==> src/rtl/macc_pkg.sv <==
`default_nettype none
// ============================================================================
// Module      : macc_pkg
// Description : Shared types and constants for the MACC datapath.
// Revision    : 1.0 - initial release
// ============================================================================
package macc_pkg;

    localparam int MULT_N = 8;

    typedef enum logic [1:0] {
        IDLE = 2'd0,
        CALC = 2'd1,
        DONE = 2'd2
    } state_t;

    // {Q[0], Q_1} pairs that trigger an add or a subtract of the multiplicand
    localparam logic [1:0] BOOTH_ADD = 2'b01;
    localparam logic [1:0] BOOTH_SUB = 2'b10;

endpackage : macc_pkg
`default_nettype wire

==> src/rtl/mux2to1.sv <==
`default_nettype none
// ============================================================================
// Module      : mux2to1
// Description : Parameterised 2-to-1 multiplexer cell.
// Revision    : 1.0 - initial release
// ============================================================================
module mux2to1 #(
    parameter int N = 8
) (
    input  logic [N-1:0] i_in0,
    input  logic [N-1:0] i_in1,
    input  logic         i_sel,
    output logic [N-1:0] o_out
);

    assign o_out = i_sel ? i_in1 : i_in0;

endmodule : mux2to1
`default_nettype wire

==> src/rtl/booth_seq_multiplier.sv <==
`default_nettype none
// ============================================================================
// Module      : booth_seq_multiplier
// Description : Sequential radix-2 Booth signed multiplier, one step per clock.
// Revision    : 1.0 - initial release
// ============================================================================
module booth_seq_multiplier
    import macc_pkg::*;
#(
    parameter int N = MULT_N
) (
    input  logic             clk,
    input  logic             rst,
    input  logic             start,
    input  logic [N-1:0]     A,
    input  logic [N-1:0]     B,
    output logic             busy,
    output logic             done,
    output logic [2*N-1:0]   P
);

    localparam int CW = (N > 2) ? $clog2(N) : 1;

    state_t          state_q, state_d;
    logic [N:0]      m_q, m_d;
    logic [N:0]      acc_q, acc_d;
    logic [N-1:0]    q_q, q_d;
    logic            q1_q, q1_d;
    logic [CW-1:0]   cnt_q, cnt_d;
    logic            busy_q, busy_d;
    logic            done_q, done_d;
    logic [2*N-1:0]  p_q, p_d;

    logic [1:0]      booth_code;
    logic            sub_sel;
    logic [N:0]      operand;
    logic [N:0]      sum;
    logic [N:0]      step_acc;

    assign booth_code = {q_q[0], q1_q};
    assign sub_sel    = q_q[0] & ~q1_q;

    // Subtraction is ~M plus a carry-in of one, so the select doubles as carry
    mux2to1 #(
        .N (N + 1)
    ) u_addsub_mux (
        .i_in0 (m_q),
        .i_in1 (~m_q),
        .i_sel (sub_sel),
        .o_out (operand)
    );

    assign sum      = acc_q + operand + {{N{1'b0}}, sub_sel};
    assign step_acc = ((booth_code == BOOTH_ADD) || (booth_code == BOOTH_SUB)) ? sum : acc_q;

    always_comb begin
        state_d = state_q;
        m_d     = m_q;
        acc_d   = acc_q;
        q_d     = q_q;
        q1_d    = q1_q;
        cnt_d   = cnt_q;
        p_d     = p_q;
        done_d  = 1'b0;

        case (state_q)
            IDLE: begin
                if (start) begin
                    state_d = CALC;
                    m_d     = {A[N-1], A};
                    acc_d   = '0;
                    q_d     = B;
                    q1_d    = 1'b0;
                    cnt_d   = '0;
                end
            end
            CALC: begin
                // Arithmetic right shift of {ACC, Q, Q_1}
                acc_d = {step_acc[N], step_acc[N:1]};
                q_d   = {step_acc[0], q_q[N-1:1]};
                q1_d  = q_q[0];
                cnt_d = cnt_q + CW'(1);
                if (cnt_q == CW'(N - 1)) begin
                    state_d = DONE;
                end
            end
            DONE: begin
                p_d     = {acc_q[N-1:0], q_q};
                done_d  = 1'b1;
                state_d = IDLE;
            end
            default: begin
                state_d = IDLE;
            end
        endcase

        busy_d = (state_d == CALC);
    end

    always_ff @(posedge clk or posedge rst) begin
        if (rst) begin
            state_q <= IDLE;
            m_q     <= '0;
            acc_q   <= '0;
            q_q     <= '0;
            q1_q    <= 1'b0;
            cnt_q   <= '0;
            busy_q  <= 1'b0;
            done_q  <= 1'b0;
            p_q     <= '0;
        end else begin
            state_q <= state_d;
            m_q     <= m_d;
            acc_q   <= acc_d;
            q_q     <= q_d;
            q1_q    <= q1_d;
            cnt_q   <= cnt_d;
            busy_q  <= busy_d;
            done_q  <= done_d;
            p_q     <= p_d;
        end
    end

    assign busy = busy_q;
    assign done = done_q;
    assign P    = p_q;

endmodule : booth_seq_multiplier
`default_nettype wire

==> config.mk <==
export PLATFORM = sky130hd
export DESIGN_NAME = booth_seq_multiplier
export DESIGN_NICKNAME = d
export VERILOG_FILES = /design/src/rtl/macc_pkg.sv /design/src/rtl/mux2to1.sv /design/src/rtl/booth_seq_multiplier.sv
export SDC_FILE = /design/constraint.sdc
export NUM_CORES = 1
export LEC_CHECK = 0
export CAP_MARGIN = 20
export CORE_ASPECT_RATIO = 0.9
export CORE_MARGIN = 2
export CORE_UTILIZATION = 56
export CTS_BUF_LIST = sky130_fd_sc_hd__clkbuf_4
export DETAILED_ROUTE_END_ITERATION = 8
export PLACE_DENSITY = 0.89
export SLEW_MARGIN = 20
export SYNTH_ARGS = -nofsm -noshare
export SYNTH_HDL_FRONTEND = slang
export SYNTH_SLANG_ARGS = --single-unit
==> constraint.sdc <==
create_clock -name clk -period 3 [get_ports clk]
set_input_delay 0.6 -clock clk [delete_from_list [all_inputs] [get_ports clk]]
set_output_delay 0.6 -clock clk [all_outputs]
set_load 0.05 [all_outputs]
Word level (Yosys, flattened, before mapping) --
Index checks and enable logic that the tools add are counted.
Operators by class: add/subtract/negate cells 3, equal/unequal tests 7, mux-type cells 14, bitwise gates (word level) 3, reductions and logical operators 5
Operators by type and width (number):
- 9-bit two-way mux | 3
- 9-bit one-hot mux with 2 select lines | 1
- 8-bit one-hot mux with 2 select lines | 1
- 9-bit by 1-bit adder with 9-bit output | 1
- 9-bit adder | 1
- 9-bit NOT | 1
- 8-bit two-way mux | 1
- 2-bit by 1-bit equality test with 1-bit output, second input constant | 3
- 3-bit one-hot mux with 2 select lines | 1
- 2-bit equality test, second input constant | 2
- 2-bit two-way mux | 2
- 2-bit one-hot mux with 2 select lines | 1
- 2-bit AND reduction | 2
- 3-bit by 1-bit adder with 3-bit output, second input constant | 1
- 3-bit equality test, second input constant | 1
- 3-bit two-way mux | 1
- 2-bit logical NOT | 1
- 1-bit two-way mux | 2
- 2-bit inequality test, second input constant | 1
- 1-bit one-hot mux with 2 select lines | 1
- 2-bit nonzero test | 1
- 1-bit bitwise AND | 1
- 1-bit logical OR | 1
- 1-bit NOT | 1
Word-level totals: bits in registers 49, input bits 19, output and inout bits 18, word-level logic and storage cells 41

Logic depth before layout (Yosys ltp) --
Gate-level depths: netlist of run 1.
depth in word-level cells 7, depth in mapped cells 10, gate-level depth less buffers 9

Modules after synthesis --
Synthesis of run 1 repeated with hierarchy kept, for this count alone.
Second synthesis, totals: cell total of the unflattened synthesis 219, area, all modules 2451.1 µm²
By module, submodules not included:
- booth_seq_multiplier | times used 1, cells each 209, area an instance 2304.7 µm², sequential area each 1201.2 µm²
- mux2to1 | times used 1, cells each 10, area an instance 146.4 µm², sequential area each 0.0 µm²

Least setup slack after synthesis of run 1 --
Ideal clock, no wire load.
kind register to register, from register q_q[0], to register acc_q[7], library setup time 0.064 ns, arrival time 2.029 ns, data required time 2.936 ns, path slack 0.907 ns, stages on the path, launching flop included 10, buffers on the path 1, period minus slack after synthesis 2.093 ns, path through dfrtp_1 ha_1 buf_6 mux2i_1 inv_1 fa_1 a21oi_1 o21ai_0 o31ai_1 a21o_1
Between the ends: word-level cells in the longest chain between the ends 6, elaborated cells between the ends (all ways) 9, classes of those cells 2 x add/sub; 2 x eq/ne; 3 x mux; 1 x bitwise; 1 x reduce/logical
Ends and longest elaborated chain:
- start: declaration | line booth_seq_multiplier.sv:27 | logic [N-1:0] q_q, q_d;
- start signal: assignment | line booth_seq_multiplier.sv:115 | q_q <= q_d;
- 1-bit bitwise AND | line booth_seq_multiplier.sv:41 | assign sub_sel = q_q[0] & ~q1_q;
- 9-bit two-way mux | line mux2to1.sv:16 | assign o_out = i_sel ? i_in1 : i_in0;
- 9-bit adder | line booth_seq_multiplier.sv:53 | assign sum = acc_q + operand + {{N{1'b0}}, sub_sel};
- 9-bit by 1-bit adder with 9-bit output | line booth_seq_multiplier.sv:53
- 9-bit two-way mux * | line booth_seq_multiplier.sv:54 | assign step_acc = ((booth_code == BOOTH_ADD) || (booth_code == BOOTH_SUB)) ? sum : acc_q;
- 9-bit one-hot mux with 2 select lines * | line booth_seq_multiplier.sv:66 | case (state_q)
- end signal: assignment | line booth_seq_multiplier.sv:104 | acc_q <= '0;
- end signal: assignment | line booth_seq_multiplier.sv:114 | acc_q <= acc_d;
- end: declaration | line booth_seq_multiplier.sv:26 | logic [N:0] acc_q, acc_d;
Every way passes the cells marked *; elsewhere a longest branch is shown, timed or not. A chain may end at the register's enable or synchronous reset.

Worst setup path after layout of run 1 --
from register q1_q, to register acc_q[6]
Between the ends: word-level cells in the longest chain between the ends 7, elaborated cells between the ends (all ways) 10, classes of those cells 2 x add/sub; 2 x eq/ne; 3 x mux; 2 x bitwise; 1 x reduce/logical
Ends and longest elaborated chain:
- start: declaration | line booth_seq_multiplier.sv:28 | logic q1_q, q1_d;
- start signal: assignment | line booth_seq_multiplier.sv:116 | q1_q <= q1_d;
- 1-bit NOT | line booth_seq_multiplier.sv:41
- 1-bit bitwise AND | line booth_seq_multiplier.sv:41
- 9-bit two-way mux | line mux2to1.sv:16
- 9-bit adder | line booth_seq_multiplier.sv:53
- 9-bit by 1-bit adder with 9-bit output | line booth_seq_multiplier.sv:53
- 9-bit two-way mux * | line booth_seq_multiplier.sv:54
- 9-bit one-hot mux with 2 select lines * | line booth_seq_multiplier.sv:66
Marks and branches as above.

==> impl_metrics.py, run 1 <==
metrics = {
    "power_and_ir_drop": {
        "power.share.sequential": 0.311,
        "p_int_uw": 2050,
        "power_switching_uw": 1720,
        "power_leakage_uw": 0.00132,
        "power.clock.fraction": 0.102,
        "power.share.combinational": 0.587,
        "ir_worst_vdd_v": 0.000561,
        "areal_power_density_over_the_cells_nw_per_um2": 1290,
        "swShare": 0.456,
    },
    "sta": {
        "worst_slew_margin_rel": 0.440,
        "tightestPinTransition_ns": 0.840,
        "finalSetupTns_ns": 0,
        "hold_slack_ns": 0.510,
        "hold_viol_final": 0,
        "period_share": 0.782,
        "timing.final.setup_violations": 0,
        "final.setup_skew_ns": 0.0105,
        "post-route-min-period_ns": 2.35,
        "finalMaxSlewViolations": 0,
        "rsz_0062_raised_after_global_routing": "false",
        "maxClockFrequency_ghz": 0.426,
    },
    "run_status": {
        "outcome": "finished, final reports clean",
    },
    "die": {
        "design.core.area_um2": 4160,
        "initial_utilization": 0.590,
        "die_width_um": 73.8,
        "chipHeight_um": 66.8,
        "floorplan.io_pins": 37,
        "core.rowCount": 22,
        "fp.dieArea_um2": 4930,
    },
    "critical_path": {
        "crit_path_end_kind": "flip-flop",
        "slowest_delay_ns": 0.40,
        "cpMostUsedCell": "ha_1",
        "worst-r2r-cell-count": 8,
        "r2r_slack_ns": 0.65,
        "critPathKind": "flip-flop to flip-flop",
        "worstSetupPathDepth": 8,
        "slowest_stage": "dfrtp_1",
        "rr_startpoint": "q1_q$_DFFE_PP0P_",
        "critPathLaunchType": "flip-flop",
        "crit_buf_inv": 1,
        "worstReg2RegEnd": "acc_q[6]$_DFFE_PP0P_",
        "cp_data_arrival_time_ns": 2.67,
        "crit_required_ns": 3.32,
        "crit_end": "acc_q[6]$_DFFE_PP0P_",
        "crit_chain": "inv_1, ha_1, xor2_1, ha_1, o21ai_0, a21oi_1, a2111o_1, nand3_1",
        "critical-path-top-delay-family": "compound AO/OA/AOI/OAI gates",
        "critical_path_peak_fanout": 8,
        "timing.critical_path.from": "q1_q$_DFFE_PP0P_",
    },
    "cells_and_area": {
        "post_route_cells_drive_above_1_share": 0.156,
        "most_common_library_cell_in_the_layout_ignoring_fill_and_taps": "dfrtp_1",
        "design.final.nets": 279,
        "syn2layout_area_growth_pct": 19.3,
        "layout.cells.most_common_list": "dfrtp_1 (48), clkdlybuf4s50_1 (36), mux2_2 (24)",
        "diodes_inserted": 0,
        "utilization": 0.704,
    },
    "clocking": {
        "clockRootBuffer": "clkbuf_4",
        "cts.sink_count": 48,
        "clk_pin_slew_worst_paths_ns": 0.14,
        "number_of_buffers_added_to_fix_hold_violations_after_cts": 0,
        "cts-buffers-inserted": 5,
        "cts_setup_buffers": 0,
        "post_cts_resize_count": 0,
        "worst_skew_pair.late_latency_ns": 0.38,
        "tritoncts_clock_tree": "built",
        "h_tree_level_count": 2,
        "cts_buffer_depth": 2,
    },
    "detailed_routing": {
        "drt-wirelength-per-cell_um": 15.8,
        "drt_first_iter_violations": 140,
        "wirelength_um": 4910,
        "ant_nets": 0,
        "vias_per_instance": 5.68,
        "via_count": 1762,
        "detailedRoute.firstPassIterationCount": 4,
        "drcViolationCount": 0,
    },
    "global_route": {
        "global_route.usage.total": 0.226,
        "grt_first_pass_wirelength_um": 8360,
        "initial_antenna_violation_count": 0,
        "grt_pass1_vias": 1703,
        "grt_max_degree": 21,
        "overflow": 0,
    },
    "synth": {
        "synthTopCellsByArea": "dfrtp_1 (49%), mux2_2 (11%), ha_1 (5.1%), o21ai_0 (3.3%), nand2_1 (2.6%)",
        "synth.yosys.warnings": 0,
        "post_synth_instance_area_um2": 2450,
        "synth_sequential_area_ratio": 0.490,
        "synth_top_cell_area_share": 0.490,
        "synthesis.instances": 214,
        "yosys.cell_types.count": 39,
        "avgSynthCellArea_um2": 11.5,
        "synth_top_area_cell": "dfrtp_1",
        "mappedNetlistNets": 244,
        "synth_seq_cells": 48,
    },
    "placed_design": {
        "io_buffer_count": 36,
        "globalplace.congestion": 0.928,
        "hpwl_um": 3640,
    },
    "job": {
        "maxCapViolCount": 0,
    },
    "hold_path": {
        "hold_path_class": "primary input to asynchronous set/reset pin",
    },
}
-- registers in the layout, summed over array words and instances, names as in the netlist --
name,count
busy,1
q1_q,1
acc_q,8
done,1
P,16
state_q,2
m_q,8
cnt_q,3
q_q,8
-- per-layer routing --
layer / share of wire / GRT usage / wire [um] / vias up
met2: 0.45 / 0.328 / 2230 / 69
met3: 0.064 / 0.0454 / 316 / 10
met1: 0.46 / 0.331 / 2270 / 831
met4: 0.020 / 0.0932 / 97 / 0
met5: 0 / 0 / 0 / -
li1: - / - / - / 852
-- worst min path at each step --
stage / slack (ns) / end / start
3_5_place_dp: 0.49 / P[7]$_DFFE_PP0P_ / P[7]$_DFFE_PP0P_
4_1_cts: 0.51 / P[8]$_DFFE_PP0P_ / rst
3_3_place_gp: 0.48 / q1_q$_DFFE_PP0P_ / q1_q$_DFFE_PP0P_
5_1_grt: 0.54 / P[14]$_DFFE_PP0P_ / rst
2_1_floorplan: 0.46 / cnt_q[0]$_DFFE_PP0P_ / cnt_q[0]$_DFFE_PP0P_
6_report: 0.51 / P[8]$_DFFE_PP0P_ / rst
-- power by group through the flow --
stage | logic [uW] | clock network [uW] | registers, uW
2_1_floorplan | 1420 | 0 | 1430
3_3_place_gp | 2130 | 0 | 1170
3_5_place_dp | 2200 | 0 | 1190
4_1_cts | 2210 | 388 | 1170
5_1_grt | 2440 | 417 | 1210
6_report | 2210 | 385 | 1170
-- cell type report --
| class | instances | area [um^2] |
|---|---|---|
| fill | 321 | 1230 |
| tap | 60 | 75.1 |
| clock inverter | 3 | 42.5 |
| clock buffer | 5 | 37.5 |
| timing repair buffer | 39 | 383 |
| multi-input combinational | 147 | 1160 |
| sequential | 48 | 1200 |
| inverter | 8 | 30.0 |
-- Yosys cell counts --
master / count
o31ai_1: 2
o211ai_1: 1
nand3b_1: 3
o311a_1: 1
nor4b_4: 1
inv_1: 8
nor3b_2: 1
a2111o_1: 1
clkbuf_1: 5
nand2_1: 17
o2111ai_1: 1
mux2_2: 24
a32oi_1: 4
nor2b_1: 2
nand3_1: 5
mux2i_1: 4
nand2b_1: 5
a2111oi_0: 1
or3b_4: 1
o21ai_0: 16
ha_1: 10
a22oi_1: 8
nor3_1: 1
nor2_1: 9
buf_6: 2
a2111oi_1: 1
fa_1: 1
a21o_1: 1
a21oi_1: 4
nor3b_1: 4
buf_2: 3
buf_4: 1
dfrtp_1: 48
xor2_1: 7
xnor2_1: 3
and3_1: 1
a22o_1: 5
o21bai_2: 1
a221oi_1: 1
-- logic make-up (layout without fill, tap and decap cells) --
group | count (synthesis) | after routing | synth area share
adder cells (fa/ha/maj) | 11 | 11 | 0.0592
flip-flops | 48 | 48 | 0.490
XOR/XNOR | 10 | 10 | 0.0357
multiplexers | 28 | 28 | 0.126
AND/OR/NAND/NOR | 50 | 50 | 0.113
AO/OA/AOI/OAI | 48 | 48 | 0.138
buffers and inverters | 19 | 55 | 0.0382
-- per-stage QoR --
step / setup WS (ns) / area [um^2] / total power, uW / std cells
after global routing: 0.450 / 2930 / 4070 / 310
after detailed placement: 0.684 / 2850 / 3390 / 302
after floorplan: 0.907 / 2450 / 2850 / 214
after CTS: 0.660 / 2930 / 3770 / 310
final: 0.655 / 2930 / 3770 / 310
after global placement: 0.766 / 2850 / 3300 / 302
(Power assumes the default switching activity.)
==> inputs of run 2 (changes only) <==
--- a/config.mk
+++ b/config.mk
@@ -8,10 +8,10 @@
 export CAP_MARGIN = 20
 export CORE_ASPECT_RATIO = 0.9
 export CORE_MARGIN = 2
-export CORE_UTILIZATION = 56
+export CORE_UTILIZATION = 50
 export CTS_BUF_LIST = sky130_fd_sc_hd__clkbuf_4
 export DETAILED_ROUTE_END_ITERATION = 8
-export PLACE_DENSITY = 0.89
+export PLACE_DENSITY = 0.85
 export SLEW_MARGIN = 20
 export SYNTH_ARGS = -nofsm -noshare
 export SYNTH_HDL_FRONTEND = slang
==> constraint.sdc (replaced) <==
create_clock -name clk -period 2 [get_ports clk]
set_input_delay 0.4 -clock clk [delete_from_list [all_inputs] [get_ports clk]]
set_output_delay 0.4 -clock clk [all_outputs]
set_load 0.05 [all_outputs]
==> run 2 against run 1 <==
The flow now finishes with violations (setup timing); global-route usage is 0.33 points lower; first-iteration DRC count is 52% higher; clock-buffer cell count stayed put; critical path depth stayed put; highest routed layer unchanged; maximum frequency is 10% higher; clock skew is 0.0074 ns higher.
==> impl_metrics.py, run 2 (synthesis results as in run 1) <==
metrics = {
    "run_status": {
        "outcome": "finished with violations",
        "failed_checks": "setup timing",
    },
    "placed_design": {
        "globalplace.congestion": 0.889,
        "io_buffer_count": 36,
        "hpwl_um": 3820,
        "placed_cell_area_um2": 3040,
    },
    "sta": {
        "hold_viol_final": 0,
        "final.setup_skew_ns": 0.0179,
        "timing.final.setup_violations": 6,
        "hold_slack_ns": 0.349,
        "rsz_0062_raised_after_global_routing": "true",
        "finalMaxSlewViolations": 0,
        "maxClockFrequency_ghz": 0.470,
        "worst_slew_margin_rel": 0.584,
        "smallest_setup_slack_after_layout_ns": -0.126,
        "tightestPinTransition_ns": 0.623,
        "period_share": 1.06,
        "post-route-min-period_ns": 2.13,
    },
    "clocking": {
        "clockRootBuffer": "clkbuf_4",
        "cts.sink_count": 48,
        "cts_buffer_depth": 2,
        "cts-buffers-inserted": 5,
        "number_of_buffers_added_to_fix_hold_violations_after_cts": 0,
        "clk_pin_slew_worst_paths_ns": 0.14,
        "tritoncts_clock_tree": "built",
        "worst_skew_pair.late_latency_ns": 0.37,
        "h_tree_level_count": 2,
    },
    "critical_path": {
        "cp_data_arrival_time_ns": 2.45,
        "critPathLaunchType": "flip-flop",
        "critical_path_peak_fanout": 8,
        "crit_required_ns": 2.32,
        "r2r_slack_ns": -0.13,
        "crit_path_end_kind": "flip-flop",
        "critPathKind": "flip-flop to flip-flop",
    },
    "cells_and_area": {
        "largest_register_ff_count": 16,
        "layout.cells.most_common_list": "dfrtp_1 (48), clkdlybuf4s50_1 (31), buf_4 (25)",
        "design.final.nets": 303,
        "most_common_library_cell_in_the_layout_ignoring_fill_and_taps": "dfrtp_1",
        "post_route_cells_drive_above_1_share": 0.318,
        "multi_input_comb_area_um2": 1340,
        "syn2layout_area_growth_pct": 34.6,
        "final.fill_count": 331,
        "diodes_inserted": 0,
        "final-seq-area_um2": 1200,
        "finalInstanceArea_um2": 3300,
    },
    "global_route": {
        "grt_max_degree": 49,
        "global_route.usage.total": 0.223,
        "initial_antenna_violation_count": 0,
        "overflow": 0,
        "grt_pass1_vias": 1977,
        "grt_first_pass_wirelength_um": 9610,
    },
    "detailed_routing": {
        "via_count": 1986,
        "drt_first_iter_violations": 213,
        "wirelength_um": 6040,
        "drcViolationCount": 0,
        "drt-wirelength-per-cell_um": 17.8,
        "ant_nets": 0,
        "detailedRoute.firstPassIterationCount": 4,
        "vias_per_instance": 5.86,
    },
    "die": {
        "chipHeight_um": 70.5,
        "core.rowCount": 24,
        "fp.dieArea_um2": 5480,
        "initial_utilization": 0.514,
        "design.core.area_um2": 4770,
        "die_width_um": 77.8,
        "floorplan.io_pins": 37,
    },
    "job": {
        "maxCapViolCount": 0,
    },
    "hold_path": {
        "hold_path_class": "primary input to asynchronous set/reset pin",
    },
}
## run 2: critical path, stage by stage, from the launching register on
cell and delay (ns):
dfrtp_1 0.45, ha_4 0.25, mux2i_4 0.21, inv_2 0.07, fa_2 0.41, a21oi_4 0.23, o21ai_4 0.09, o31ai_2 0.24
a21o_1 0.15
## run 2: final cells by class
| class | instances | area share |
|---|---|---|
| multi-input combinational | 147 | 0.406 |
| clock buffer | 5 | 0.0114 |
| clock inverter | 3 | 0.00568 |
| sequential | 48 | 0.364 |
| tap | 65 | 0.0246 |
| inverter | 8 | 0.00909 |
| timing repair buffer | 63 | 0.179 |
## run 2: final timing paths
kind                                         start                    to  cells after the start
worst max-delay path            q_q[0]$_DFFE_PP0P_  acc_q[7]$_DFFE_PP0P_                      8
worst min-delay path                           rst     P[15]$_DFFE_PP0P_                      3
worst max register to register  q_q[0]$_DFFE_PP0P_  acc_q[7]$_DFFE_PP0P_                      8
worst min register to register   P[12]$_DFFE_PP0P_     P[12]$_DFFE_PP0P_                      1
max in group asynchronous                      rst  acc_q[6]$_DFFE_PP0P_                      3
min in group clk                 P[12]$_DFFE_PP0P_     P[12]$_DFFE_PP0P_                      1
## run 2: repair_timing
item,4_1_cts,5_1_grt
setup endpoints to repair,7,11
resized for setup,18,21
pin swaps,10,10
buffers inserted,2,1
## run 2: layer usage
| layer | track usage | share of wire | up-vias |
|---|---|---|---|
| li1 | - | - | 899 |
| met1 | 0.306 | 0.41 | 979 |
| met2 | 0.361 | 0.50 | 88 |
| met3 | 0.0413 | 0.062 | 20 |
| met4 | 0.0694 | 0.030 | 0 |
| met5 | 0 | 0 | - |
## run 2: stage by stage
step                setup TNS (ns)  setup WS, ns  cells   util
floorplan                        0        0.0137    214      -
global placement            -0.614        -0.144    328  0.636
detailed placement           -1.20        -0.268    328  0.636
CTS                        -0.0150      -0.00915    338  0.670
global route                -0.788        -0.192    339  0.692
finish                      -0.338        -0.126    339  0.692
Power of run 2 is left out: the tool's default activity adds up to more than one toggle a clock period on the data nets, which glitch-free logic cannot reach.
==> patch (flow settings as in run 2) <==
Set the package constant `MULT_N` to 16 (it was 8).
--- a/src/rtl/macc_pkg.sv
+++ b/src/rtl/macc_pkg.sv
@@ -8,3 +8,3 @@
 
-    localparam int MULT_N = 8;
+    localparam int MULT_N = 16;
 
Ports: changed (resized A, B and P); port bits go from 37 to 69. The function was not compared with the original's and may differ.
==> patch against run 2 <==
- the run still ends with setup timing left
- critical endpoint is now acc_q[13]
- design area increased by 81%
- core utilization is 0.57 points higher
- count of clock-buffer cells in the layout rose by 4
- sequential cell count rose by 41
- area after synthesis increased by 80%
- worst setup slack got worse by 0.45 ns
- wire length rose by 82%
Power is not shown: default switching activity piles up to over one toggle a cycle in this logic, so the estimate is an artifact.
==> patch: results (changes against run 2) <==
| Metric | Value |
|---|---|
| Post-Syn Nets | 445 (was 244) |
| Layout Skew | 0.0136 ns (was 0.0179 ns) |
| Vias in the first global route | 3640 (was 1977) |
| Root Buffer | clkbuf_4 (unchanged) |
| First-pass GRT wire length | 17.4 mm (was 9.61 mm) |
| Worst-Skew Late Latency | 0.44 ns (was 0.37 ns) |
| Num CTS Buffers | 9 (was 5) |
| GPL Wtd Cong | 0.852 (was 0.889) |
| Critical Path Fanout Max | 12 (was 8) |
| Gr usage total | 0.234 (was 0.223) |
| Initial DRC count | 222 (was 213) |
| Synth top cells by count | dfrtp_1, mux2_2, nand2_1 (unchanged) |
| I/O Buffers | 68 (was 36) |
| H-tree depth | 3 (was 2) |
| Clk buf depth | 2 (unchanged) |
| Synth cell types | 49 (was 39) |
| Total Nets Final | 569 (was 303) |
| Crit path largest cell delay | 0.47 ns (was 0.45 ns) |
| Total Neg Setup Slack | -5.27 ns (was -0.338 ns) |
| Cell family with most CP delay | simple AND/OR/NAND/NOR gates (was compound AO/OA/AOI/OAI gates) |
| GR Overflow Total | 0 (unchanged) |
| Antenna cell count | 0 (unchanged) |
| DP Wirelength | 7.47 mm (was 3.82 mm) |
| Rel. slew slack | 0.394 (was 0.584) |
| Failing checks | setup timing (unchanged) |
| Worst path slowest cell | or4b_1 (was dfrtp_1) |
| Initial antenna violation count | 0 (unchanged) |
| Layout cells sized above 1 | 0.313 (was 0.318) |
| Main flop type after synthesis | dfrtp_1 (unchanged) |
| Initial DRT Pass Iterations | 5 (was 4) |
| Setup slack after layout | -0.579 ns (was -0.126 ns) |
| Via count | 3634 (was 1986) |
| Ranking of synthesized cells by area | dfrtp_1, mux2_2, ha_1, a22oi_1, xor2_1 (was dfrtp_1, mux2_2, ha_1, o21ai_0, nand2_1) |
| Final Routed Wirelength | 11.0 mm (was 6.04 mm) |
| Worst hold path class | input port to async pin (unchanged) |
| Outcome | complete, but fails checks (unchanged) |
| Pin count of the biggest net entering global routing | 90 (was 49) |
| ANT nets after route | 0 (unchanged) |
| Post-synthesis sequential area ratio | 0.505 (was 0.490) |
| CP required | 2.38 ns (was 2.32 ns) |
| Clk slew on worst S/H paths | 0.14 ns (about the same) |
| Endpoints failing setup | 15 (was 6) |
| Ys Warns | 0 (unchanged) |
| Largest register FFs | 32 (was 16) |
| FFs w/ async S/R, synth | 1.00 (unchanged) |
## patch: changes by cell type in the layout (fill, tap and decap cells not counted), moves of 6 or more
cell           change
mux2_2            +24
xor2_1            +14
ha_1               +9
o21ai_0           +17
a21oi_2            +6
dlygate4sd2_1     +33
a22oi_1           +17
buf_4             +37
dfrtp_1           +41
nand2_1           +20
## patch: cells by family (layout without fill, tap and decap cells)
group,count (synthesis),in the layout,share of synthesized area
buffers and inverters,30,158,0.0292
xor gates and xnor gates,26,26,0.0516
and+or+nand+nor,72,72,0.0752
DFF,89,89,0.505
muxes,52,52,0.132
AOI/OAI and AO/OA,105,105,0.154
adders and majority gates,18,18,0.0528
## patch: layer usage
metal / GRT usage / up-vias / part of all wire
met5: 0 / - / 0
met4: 0.0746 / 0 / 0.013
met1: 0.314 / 1824 / 0.43
li1: - / 1664 / -
met3: 0.0411 / 16 / 0.050
met2: 0.385 / 130 / 0.51
## patch: worst paths after layout
| path | from | endpoint | slack, ns | cells past startpoint |
|---|---|---|---|---|
| setup / recovery | q_q[0] | acc_q[13] | -0.58 | 10 |
| hold / removal | rst | P[14] | 0.42 | 3 |
| setup reg to reg | q_q[0] | acc_q[13] | -0.58 | 10 |
| hold reg to reg | P[27] | P[27] | 0.51 | 1 |
| max in group asynchronous | rst | m_q[11] | 1.23 | 3 |
| min in group clk | P[27] | P[27] | 0.51 | 1 |
## patch: cell type report
cell class / count / area (um2)
Fill cell: 626 / 2590
Sequential cell: 89 / 2230
Inverter: 9 / 37.5
Clock inverter: 6 / 67.6
Clock buffer: 9 / 67.6
Timing Repair Buffer: 134 / 1190
Tap cell: 119 / 149
Multi-Input combinational cell: 273 / 2240
## patch: per-stage QoR
| step | hold slack, ns | cell area, um2 | instances | setup WS, ns |
|---|---|---|---|---|
| after floorplan | 0.466 | 4510 | 392 | -0.502 |
| after global placement | 0.479 | 5730 | 618 | -0.429 |
| after detailed placement | 0.496 | 5730 | 618 | -0.570 |
| after CTS | 0.435 | 5920 | 637 | -0.507 |
| after global routing | 0.444 | 5970 | 639 | -0.617 |
| final | 0.419 | 5970 | 639 | -0.579 |
## patch: timing repair
action,in CTS,in global routing
resized for setup,47,6
hold buffers,0,0
endpoints found under the setup margin,48,16
pin swaps,6,7
cloned,0,0
buffers inserted,4,2
## patch: worst register-to-register path: cells and delay by family (launching register included)
| family | cells | cell delay [ns] |
|---|---|---|
| compound gates | 3 | 0.58 |
| buf+inv | 1 | 0.15 |
| fa+ha+maj | 2 | 0.57 |
| simple gates | 3 | 0.65 |
| xor+xnor | 1 | 0.16 |
| flops | 1 | 0.43 |
